===== config.mk =====
export PLATFORM = sky130hd
export DESIGN_NAME = lbist_controller
export DESIGN_NICKNAME = d
export VERILOG_FILES = /design/src/rtl/lbist_pkg.sv /design/src/rtl/lbist_misr.sv /design/src/rtl/lbist_controller.sv
export SDC_FILE = /design/constraint.sdc
export NUM_CORES = 1
export LEC_CHECK = 0
export ABC_CLOCK_PERIOD_IN_PS = 3300
export CAP_MARGIN = 20
export CORE_AREA = 3 3 78 116
export CTS_BUF_LIST = sky130_fd_sc_hd__clkbuf_16
export CTS_CLUSTER_SIZE = 12
export DETAILED_ROUTE_END_ITERATION = 12
export DIE_AREA = 0 0 81 119
export GPL_TIMING_DRIVEN = 0
export PLACE_DENSITY = 0.95
export SLEW_MARGIN = 10
export SYNTH_ARGS = -nofsm -noshare
export SYNTH_HDL_FRONTEND = slang
export SYNTH_SLANG_ARGS = --single-unit

===== constraint.sdc =====
create_clock -name clk_i -period 3.3 [get_ports clk_i]
set_input_delay 0.66 -clock clk_i [delete_from_list [all_inputs] [get_ports clk_i]]
set_output_delay 0.66 -clock clk_i [all_outputs]
set_load 0.01 [all_outputs]

===== src/rtl/lbist_pkg.sv =====
// Shared types and helpers for the logic BIST controller.
// Holds the FSM state encoding, default polynomials and the Galois step.
package lbist_pkg;

  typedef enum logic [2:0] {
    S_IDLE,
    S_INIT,
    S_CUT_RST,
    S_RUN,
    S_FLUSH,
    S_COMPARE,
    S_DONE
  } state_e;

  localparam logic [31:0] DEF_LFSR_POLY = 32'h8020_0003;
  localparam logic [31:0] DEF_MISR_POLY = 32'h04C1_1DB7;

  // One Galois shift of a w-bit register held in the low bits of s.
  function automatic logic [63:0] galois_step(
    input logic [63:0] s,
    input logic [63:0] poly,
    input int          w
  );
    logic [63:0] mask;
    logic [63:0] msb;
    mask = (64'd1 << w) - 64'd1;
    msb  = s & (64'd1 << (w - 1));
    return ((s << 1) ^ ((msb != '0) ? poly : '0)) & mask;
  endfunction

endpackage


===== src/rtl/lbist_misr.sv =====
// Multiple-input signature register compacting cut responses.
// Synchronous clear wins over enable.
module lbist_misr
  import lbist_pkg::*;
#(
  parameter int           W    = 32,
  parameter logic [W-1:0] POLY = W'(DEF_MISR_POLY)
) (
  input  logic         clk,
  input  logic         rst_n,
  input  logic         en,
  input  logic         clr,
  input  logic [W-1:0] response,
  output logic [W-1:0] sig
);

  logic [W-1:0] nxt;

  assign nxt = W'(galois_step(64'(sig), 64'(POLY), W)) ^ response;

  always_ff @(posedge clk or negedge rst_n) begin
    if (!rst_n) begin
      sig <= '0;
    end else if (clr) begin
      sig <= '0;
    end else if (en) begin
      sig <= nxt;
    end
  end

endmodule


===== src/rtl/lbist_controller.sv =====
// Logic BIST controller: LFSR pattern source, cut reset sequencing,
// MISR compaction and golden-signature go/no-go reporting.
module lbist_controller
  import lbist_pkg::*;
#(
  parameter int                   PAT_WIDTH  = 32,
  parameter int                   RSP_WIDTH  = 32,
  parameter logic [PAT_WIDTH-1:0] LFSR_POLY  = PAT_WIDTH'(DEF_LFSR_POLY),
  parameter logic [RSP_WIDTH-1:0] MISR_POLY  = RSP_WIDTH'(DEF_MISR_POLY),
  parameter logic [PAT_WIDTH-1:0] SEED       = PAT_WIDTH'(32'hACE1_2468),
  parameter int                   N_PATTERNS = 1024,
  parameter int                   RST_CYCLES = 4,
  parameter int                   RESP_LAT   = 2,
  parameter logic [RSP_WIDTH-1:0] GOLDEN_SIG = '0
) (
  input  logic                 clk_i,
  input  logic                 rst_ni,
  input  logic                 start_i,
  output logic                 go_nogo_o,
  output logic                 done_o,
  output logic                 test_mode_o,
  output logic                 cut_rst_no,
  output logic [PAT_WIDTH-1:0] pattern_o,
  input  logic [RSP_WIDTH-1:0] response_i,
  output logic [RSP_WIDTH-1:0] signature_o
);

  localparam int PCW   = $clog2(N_PATTERNS + 1);
  localparam int MAXPH = (RST_CYCLES > RESP_LAT) ? RST_CYCLES : RESP_LAT;
  localparam int HCW   = $clog2(MAXPH + 1);

  if (SEED == '0) begin : g_bad_seed
    $error("lbist_controller: SEED must be non-zero");
  end
  if (N_PATTERNS < 1) begin : g_bad_npat
    $error("lbist_controller: N_PATTERNS must be >= 1");
  end
  if (RST_CYCLES < 1) begin : g_bad_rst
    $error("lbist_controller: RST_CYCLES must be >= 1");
  end

  state_e               state_q, state_d;
  logic [PAT_WIDTH-1:0] lfsr_q, lfsr_d;
  logic [PCW-1:0]       pat_q, pat_d;
  logic [HCW-1:0]       ph_q, ph_d;
  logic                 go_q, go_d;
  logic                 done_q, done_d;
  logic                 tm_q, tm_d;
  logic                 crn_q, crn_d;
  logic                 start_q;
  logic                 run;
  logic                 rsp_vld;
  logic                 misr_en;
  logic                 misr_clr;
  logic [RSP_WIDTH-1:0] sig;

  assign run      = (state_q == S_RUN);
  assign misr_clr = (state_q == S_INIT);
  assign misr_en  = rsp_vld & (run | (state_q == S_FLUSH));

  // Valid pipeline lines each response up with the pattern that caused it.
  if (RESP_LAT > 0) begin : g_pipe
    logic [RESP_LAT-1:0] vld;
    always_ff @(posedge clk_i or negedge rst_ni) begin
      if (!rst_ni) begin
        vld <= '0;
      end else if (misr_clr) begin
        vld <= '0;
      end else begin
        vld[0] <= run;
        for (int i = 1; i < RESP_LAT; i++) begin
          vld[i] <= vld[i-1];
        end
      end
    end
    assign rsp_vld = vld[RESP_LAT-1];
  end else begin : g_nopipe
    assign rsp_vld = run;
  end

  lbist_misr #(
    .W    (RSP_WIDTH),
    .POLY (MISR_POLY)
  ) u_misr (
    .clk      (clk_i),
    .rst_n    (rst_ni),
    .en       (misr_en),
    .clr      (misr_clr),
    .response (response_i),
    .sig      (sig)
  );

  always_comb begin
    state_d = state_q;
    lfsr_d  = lfsr_q;
    pat_d   = pat_q;
    ph_d    = ph_q;
    go_d    = go_q;
    done_d  = done_q;
    tm_d    = tm_q;
    crn_d   = crn_q;
    unique case (state_q)
      S_IDLE: begin
        // After a finished run only a fresh rising start rearms.
        if (start_i && (!done_q || !start_q)) begin
          state_d = S_INIT;
        end
      end
      S_INIT: begin
        lfsr_d  = SEED;
        pat_d   = '0;
        ph_d    = '0;
        go_d    = 1'b0;
        done_d  = 1'b0;
        tm_d    = 1'b1;
        crn_d   = 1'b0;
        state_d = S_CUT_RST;
      end
      S_CUT_RST: begin
        if (ph_q == HCW'(RST_CYCLES - 1)) begin
          ph_d    = '0;
          crn_d   = 1'b1;
          state_d = S_RUN;
        end else begin
          ph_d = ph_q + 1'b1;
        end
      end
      S_RUN: begin
        lfsr_d = PAT_WIDTH'(galois_step(64'(lfsr_q), 64'(LFSR_POLY),
                                        PAT_WIDTH));
        pat_d  = pat_q + 1'b1;
        if (pat_q == PCW'(N_PATTERNS - 1)) begin
          state_d = (RESP_LAT > 0) ? S_FLUSH : S_COMPARE;
        end
      end
      S_FLUSH: begin
        if (ph_q == HCW'(RESP_LAT - 1)) begin
          state_d = S_COMPARE;
        end else begin
          ph_d = ph_q + 1'b1;
        end
      end
      S_COMPARE: begin
        go_d    = (sig == GOLDEN_SIG);
        done_d  = 1'b1;
        tm_d    = 1'b0;
        state_d = S_DONE;
      end
      S_DONE: begin
        if (!start_i) begin
          state_d = S_IDLE;
        end
      end
      default: state_d = S_IDLE;
    endcase
    if (!start_i &&
        (state_q inside {S_INIT, S_CUT_RST, S_RUN, S_FLUSH})) begin
      state_d = S_IDLE;
      lfsr_d  = lfsr_q;
      tm_d    = 1'b0;
      crn_d   = 1'b1;
      go_d    = 1'b0;
      done_d  = 1'b0;
    end
  end

  always_ff @(posedge clk_i or negedge rst_ni) begin
    if (!rst_ni) begin
      state_q <= S_IDLE;
      lfsr_q  <= SEED;
      pat_q   <= '0;
      ph_q    <= '0;
      go_q    <= 1'b0;
      done_q  <= 1'b0;
      tm_q    <= 1'b0;
      crn_q   <= 1'b1;
      start_q <= 1'b0;
    end else begin
      state_q <= state_d;
      lfsr_q  <= lfsr_d;
      pat_q   <= pat_d;
      ph_q    <= ph_d;
      go_q    <= go_d;
      done_q  <= done_d;
      tm_q    <= tm_d;
      crn_q   <= crn_d;
      start_q <= start_i;
    end
  end

  assign go_nogo_o   = go_q;
  assign done_o      = done_q;
  assign test_mode_o = tm_q;
  assign cut_rst_no  = crn_q;
  assign pattern_o   = lfsr_q;
  assign signature_o = sig;

endmodule


=== Word level (Yosys, flattened, before mapping) ===
Cells that the tools add are included.

* Register bits: 88
* Bits of input ports: 35
* Output and inout bits: 68
* Word-level logic and storage cells: 78

* $add $sub $neg: 2
* Equality and inequality tests: 15
* Mux-type cells: 26
* Bitwise logic cells: 6
* Reductions and logical operators: 18

{| class="wikitable"
|+ Operator list
! operator !! number
|-
| 2-to-1 mux 32 bit || 3
|-
| XOR 32 bit || 3
|-
| one-hot mux 32 bit (2 select lines) || 1
|-
| zero test 32 bit || 1
|-
| 2-to-1 mux 27 bit || 1
|-
| 2-to-1 mux 3 bit || 8
|-
| one-hot mux 11 bit (2 select lines) || 1
|-
| one-hot mux 3 bit (7 select lines) || 1
|-
| adder 11 x 1 -> 11 bit (second input constant) || 1
|-
| == test 11 x 10 -> 1 bit (second input constant) || 1
|-
| == test 3 x 2 -> 1 bit (second input constant) || 3
|-
| == test 3 bit (second input constant) || 3
|-
| one-hot mux 3 bit (3 select lines) || 1
|-
| nonzero test 3 bit || 3
|-
| one-hot mux 1 bit (2 select lines) || 4
|-
| == test 3 x 1 -> 1 bit (second input constant) || 2
|-
| inequality test 3 x 1 -> 1 bit (second input constant) || 2
|-
| inequality test 3 bit (second input constant) || 2
|-
| AND reduction 2 bit || 3
|-
| 2-to-1 mux 1 bit || 5
|-
| AND reduction 5 bit || 1
|-
| nonzero test 2 bit || 2
|-
| nonzero test 4 bit || 1
|-
| adder 3 x 1 -> 3 bit (second input constant) || 1
|-
| other kinds (10) || 13
|}

=== Depth between registers and ports, before layout ===
* Depth after elaboration: 6
* Gate-level depth with buffers: 7
* Depth with buffers taken out: 6

=== By module ===
A second synthesis with hierarchy kept.

* Cell total of the unflattened synthesis: 452
* Area, all modules: 4,423.0 um2

{| class="wikitable"
|+ Modules (own cells, without submodules)
! module !! times used !! cells each !! area an instance (um2) !! sequential area each (um2)
|-
| lbist_controller || 1 || 299 || 2,756.4 || 1,418.9
|-
| lbist_misr || 1 || 153 || 1,666.6 || 800.8
|}

=== Worst setup path after synthesis ===
Ideal clock, no wire load.

* Path type: input -> register
* From: input port start_i
* To: register lfsr_q[16], in the netlist pattern_o[16]
* Setup time: 0.077 ns
* Arrival: 1.484 ns
* Required time: 3.223 ns
* Setup slack: 1.739 ns
* Cell stages on the path: 6
* Path buffers: 3
* Cell sequence: buf_2 and3b_1 clkbuf_2 buf_2 nor2_1 a31oi_1

* Longest elaborated chain between the ends: 4

{| class="wikitable"
|+ RTL lines
! element !! line !! RTL
|-
| start, declared || lbist_controller.sv:18 || <nowiki>input logic start_i,</nowiki>
|-
| zero test 1 bit || lbist_controller.sv:156 || <nowiki>if (!start_i &&</nowiki>
|-
| logical AND 1 bit || lbist_controller.sv:156 ||
|-
| NOT 1 bit (no source line) || -- ||
|-
| AND reduction 2 bit (no source line) || -- ||
|-
| end signal, assigned || lbist_controller.sv:180 || <nowiki>lfsr_q <= lfsr_d;</nowiki>
|-
| end, declared || lbist_controller.sv:43 || <nowiki>logic [PAT_WIDTH-1:0] lfsr_q, lfsr_d;</nowiki>
|}

No other way between the ends.
A chain may end at the register's enable or synchronous reset.

=== Final worst setup path ===
* From: register lfsr_q[16], in the netlist pattern_o[16]
* To: output port pattern_o[16]

{| class="wikitable"
|+ RTL lines
! element !! line !! RTL
|-
| end, declared || lbist_controller.sv:23 || <nowiki>output logic [PAT_WIDTH-1:0] pattern_o,</nowiki>
|}

No word-level cell between the ends.

==> results.md <==
- The post-synthesis share of cell area spent on full adders, half adders and majority gates is 0.0144.
- The post-detailed-route DRC marker count is 0.
- The number of instances in the placed design is 596.
- Before antenna repair, the detailed router went through 5 iterations.
- Dividing the final minimum period by the clock period gives 0.632.
- The kind of cell with the highest combined delay on the critical path is flip-flops.
- After synthesis the netlist holds a flip-flop and latch count of 88.
- After detailed routing, the average wire length per cell comes to 18.3 um.
- The number of nets in the synthesized netlist is 428.
- The count of buffer and inverter cells on the critical path is 1.
- The launch point of the worst path is pattern_o[16].
- The async set-or-reset flop fraction in the synthesized netlist is 1.00.
- The total overflow left after global routing is 0.
- The sequential fraction of the synthesis area is 0.512.
- Of all nets on the critical path, the largest fanout is 3.
- The most used flip-flop cell after synthesis is sky130_fd_sc_hd__dfrtp_1.
- The die extent in x is 81 um.
- The die span in y is 119 um.
- Of the total synthesized cell area, the portion taken by AND, OR, NAND and NOR gates is 0.123.
- At the pin with the least slew margin, the transition time is 0.695 ns.
- The number of gates resized after CTS is 0.
- The count of buffers added on input and output ports is 102.
- The synthesis-to-finish area growth is 33.7%.
- CTS placed an instance of sky130_fd_sc_hd__clkbuf_16 at the clock tree root.
- The minimum setup slack among reg-to-reg paths is 1.51 ns.
- The number of instances in the synthesized netlist is 388.
- Of the cells placed in the final design, the portion with a size suffix greater than 1 is 0.166.
- The data required time at the worst endpoint is 2.64 ns.
- Clock skew on the completed layout was measured at 0.00595 ns.
- The area of the core is 8110 sq um.
- Across every metal layer, demand over resource in global routing totals 0.245.
- The total inserted antenna cells is 0.
- The number of buffers created by CTS is 9.
- Yosys attributes the largest share of cell area to sky130_fd_sc_hd__dfrtp_1 43%, sky130_fd_sc_hd__dfstp_2 8.5%, sky130_fd_sc_hd__xnor2_1 7.1%.
- Based on the critical path, the design can be clocked at up to 0.480 GHz.
- The I/O pin count is 103.
- The power consumption is 3660 uW.
- The path length in cells of the critical path is 1.
- The tool flagged a number of max-cap violations equal to 0.
- The tightest min-delay check is of the in -> async type.
- The number of clock sinks seen by CTS is 88.
- The final-report max-slew violation count was 0.
- The fraction of the mapped netlist area in compound gates is 0.192.
- Leaving out filler cells and counting taps, the final layout contains 612.
- The worst hold margin is 0.333 ns.
- Of the post-synthesis cell area, the part taken by muxes is 0.0118.
- The total number of nets in the final design is 542.
- The analysis attributes to cell leakage a power of 0.00244 uW.
- Across the VDD grid, the largest voltage drop is 0.415 mV.
- The placer congestion estimate is 0.862.
- Synthesis instantiated 58 different standard cells from the library.
- The die covers 9640 sq um.
- The mapped netlist covers 4340 sq um.
- The critical path is of the reg -> out type.
- The total wire length is 11,200 um.
- The CTS tree is built.
- The end of the critical path is pattern_o[16].
- In this run the power density over the cells is 632 nW/um^2.
- The final hold violation count came to 0.
- Walking the worst path, the cells encountered are clkdlybuf4s50_1.
- The headroom to the max-slew limit is 0.532.
- The mean instance size in the synthesized netlist is 11.2 sq um.
- The share of synthesized area in the top cell type comes to 0.427.
- For the worst flop-to-flop path, the logic depth is 5.
- Of the total synthesized cell area, the portion taken by XOR and XNOR cells is 0.0970.
- Setup violations remaining at the end of the flow were counted as 0.
- The clock network latency to the later pin of the worst-skew pair is 0.34 ns.
- The initial antenna violation count is 0.
- The worst setup path is launched from a register.
- The largest single stage delay on the critical path is 0.55 ns.
- Setup repair after global routing left no endpoint under its margin.
- Yosys mapped a number of flops with a built-in enable equal to 0.
- The clock passes through at most 2 buffers.
- The number of placement rows is 40.
- The cell type with the highest aggregate area in the netlist is sky130_fd_sc_hd__dfrtp_1.
- The via count of the first global-routing pass is 3,814.
- The slowest stage cell on the critical path is sky130_fd_sc_hd__dfstp_2.
- Buffers added to address setup during post-CTS repair amount to 0.
- The smallest setup slack after layout is 1.21 ns.
- Entering global routing, the biggest net connects 48 pins.
- The startpoint of the worst register-to-register path is pat_q[0].
- The endpoint identified for the worst register-to-register timing path is state_q[0].
- Clock-pin slew was measured on the worst setup and hold paths at 0.06 ns.
- For this run, the number of Yosys warnings is 0.
- Once detailed placement completed, the half-perimeter wirelength came to 8140 um.
- The run finished with clean final reports.
- In this run the remaining antenna-violating nets after routing total 0.
- In this run the number of H-tree levels came out at 3.
- The final critical-path required period is 2.09 ns.
- The first global-routing pass estimated 18,400 um of wire.
- The number of design-rule violations left by the first detailed-router iteration is 212.
- The number of hold-repair buffers added at the cts stage is 0.
- For this configuration, the core starts out at a cell density of 0.535.
- The arrival time at the worst endpoint is 1.43 ns.
- Timing analysis after detailed placement gives a worst setup slack of 1.07 ns.
- The dominant combinational cell family by area after synthesis is compound AO/OA/AOI/OAI gates.
- For the final routed database, the setup TNS stands at 0 ns.
- The final route contains 3,623 vias.
- The layout has 561 filler cells.
- The average vias per placed instance is 5.92.
- The worst setup path is captured at an output port.
==> flip-flops by register name, indices dropped and copies added, names as in the netlist <==
name and cells:
pattern_o 32, pat_q 11, u_misr.sig 32, test_mode_o 1, go_nogo_o 1, ph_q 3
state_q 3, cut_rst_no 1, done_o 1, start_q 1, g_pipe.vld 2
==> kinds of logic (layout without fill, tap and decap cells) <==
kind of cell | count (synthesis) | after routing
buffers and inverters | 36 | 155
adder cells (fa/ha/maj) | 5 | 5
XOR/XNOR | 48 | 48
multiplexers | 5 | 5
AND/OR/NAND/NOR | 96 | 96
AO/OA/AOI/OAI | 110 | 110
flip-flops | 88 | 88
==> synthesized netlist by cell type, types with 3 or more instances <==
cell / n
sky130_fd_sc_hd__dfrtp_1: 74
sky130_fd_sc_hd__xnor2_1: 35
sky130_fd_sc_hd__o21ai_0: 33
sky130_fd_sc_hd__nand3_1: 29
sky130_fd_sc_hd__a22o_1: 18
sky130_fd_sc_hd__dfstp_2: 14
sky130_fd_sc_hd__nand2_1: 14
sky130_fd_sc_hd__xor2_1: 13
sky130_fd_sc_hd__buf_2: 12
sky130_fd_sc_hd__nor2_1: 12
sky130_fd_sc_hd__a211oi_2: 11
sky130_fd_sc_hd__o22a_1: 11
sky130_fd_sc_hd__a21oi_1: 10
sky130_fd_sc_hd__nor2_2: 9
sky130_fd_sc_hd__inv_1: 8
sky130_fd_sc_hd__nor4_1: 7
sky130_fd_sc_hd__ha_1: 5
sky130_fd_sc_hd__buf_6: 4
sky130_fd_sc_hd__clkbuf_1: 4
sky130_fd_sc_hd__mux2i_1: 4
sky130_fd_sc_hd__nor3_1: 4
sky130_fd_sc_hd__o211ai_1: 4
sky130_fd_sc_hd__o31ai_1: 4
sky130_fd_sc_hd__buf_4: 3
sky130_fd_sc_hd__clkbuf_2: 3
sky130_fd_sc_hd__nand4_1: 3
==> per-stage QoR <==
| step | cell area [sq um] | util |
|---|---|---|
| 4_1_cts | 5800 | 0.715 |
| 5_1_grt | 5800 | 0.715 |
| 2_1_floorplan | 4340 | - |
| 3_5_place_dp | 5510 | 0.679 |
| 3_3_place_gp | 5490 | 0.677 |
| 6_report | 5800 | 0.715 |
==> power by group <==
part           total [uW]  internal (uW)  switching [uW]
logic                1170            611             558
clock network         989            579             409
registers            1500           1310             190
total                3660           2500            1160
==> worst min-delay path by stage <==
stage                             start       endpoint  depth (start not counted)
final                            rst_ni   pattern_o[7]                          1
after global routing             rst_ni   pattern_o[7]                          1
after floorplan                  rst_ni         done_o                          0
after CTS                        rst_ni   pattern_o[7]                          1
after detailed placement  g_pipe.vld[0]  g_pipe.vld[1]                          1
after global placement    g_pipe.vld[0]  g_pipe.vld[1]                          1
==> cell usage in the layout (no fill, tap or decap), drive strengths merged, types with 2 or more instances in the layout <==
| master | Yosys | layout |
|---|---|---|
| mux2i | 4 | 4 |
| o21ai | 36 | 36 |
| nor2 | 21 | 21 |
| dfrtp | 74 | 74 |
| a211oi | 11 | 11 |
| xnor2 | 35 | 35 |
| a22o | 18 | 18 |
| o22a | 11 | 11 |
| or2 | 2 | 2 |
| clkdlybuf4s50 | 0 | 101 |
| nand2b | 3 | 3 |
| a21oi | 10 | 10 |
| o21a | 2 | 2 |
| a21o | 2 | 2 |
| buf | 20 | 22 |
| nand3 | 29 | 29 |
| and3 | 2 | 2 |
| o22ai | 3 | 3 |
| xor2 | 13 | 13 |
| o211ai | 4 | 4 |
| o31ai | 4 | 4 |
| dfstp | 14 | 14 |
| clkinvlp | 0 | 3 |
| inv | 9 | 11 |
| nor4 | 7 | 7 |
| clkbuf | 7 | 16 |
| and2b | 2 | 2 |
| a31oi | 2 | 2 |
| ha | 5 | 5 |
| nor3 | 4 | 4 |
| nand2 | 16 | 16 |
| nand4 | 3 | 3 |
==> per-layer routing <==
metal,routed length (um),global-route usage
met1,4250,0.284
met2,5860,0.421
met3,730,0.0537
met4,381,0.112
met5,0,0
==> area by class of cell <==
class / instances / area, sq um / share of cell area
Timing Repair Buffer: 103 / 1040 / 0.179
Buffer: 27 / 178 / 0.0307
Multi-Input combinational cell: 264 / 1900 / 0.328
Sequential cell: 88 / 2220 / 0.383
Inverter: 9 / 38.8 / 0.00669
Clock buffer: 9 / 225 / 0.0389
Clock inverter: 7 / 65.1 / 0.0112
Tap cell: 105 / 131 / 0.0227
(Power assumes the default switching activity.)
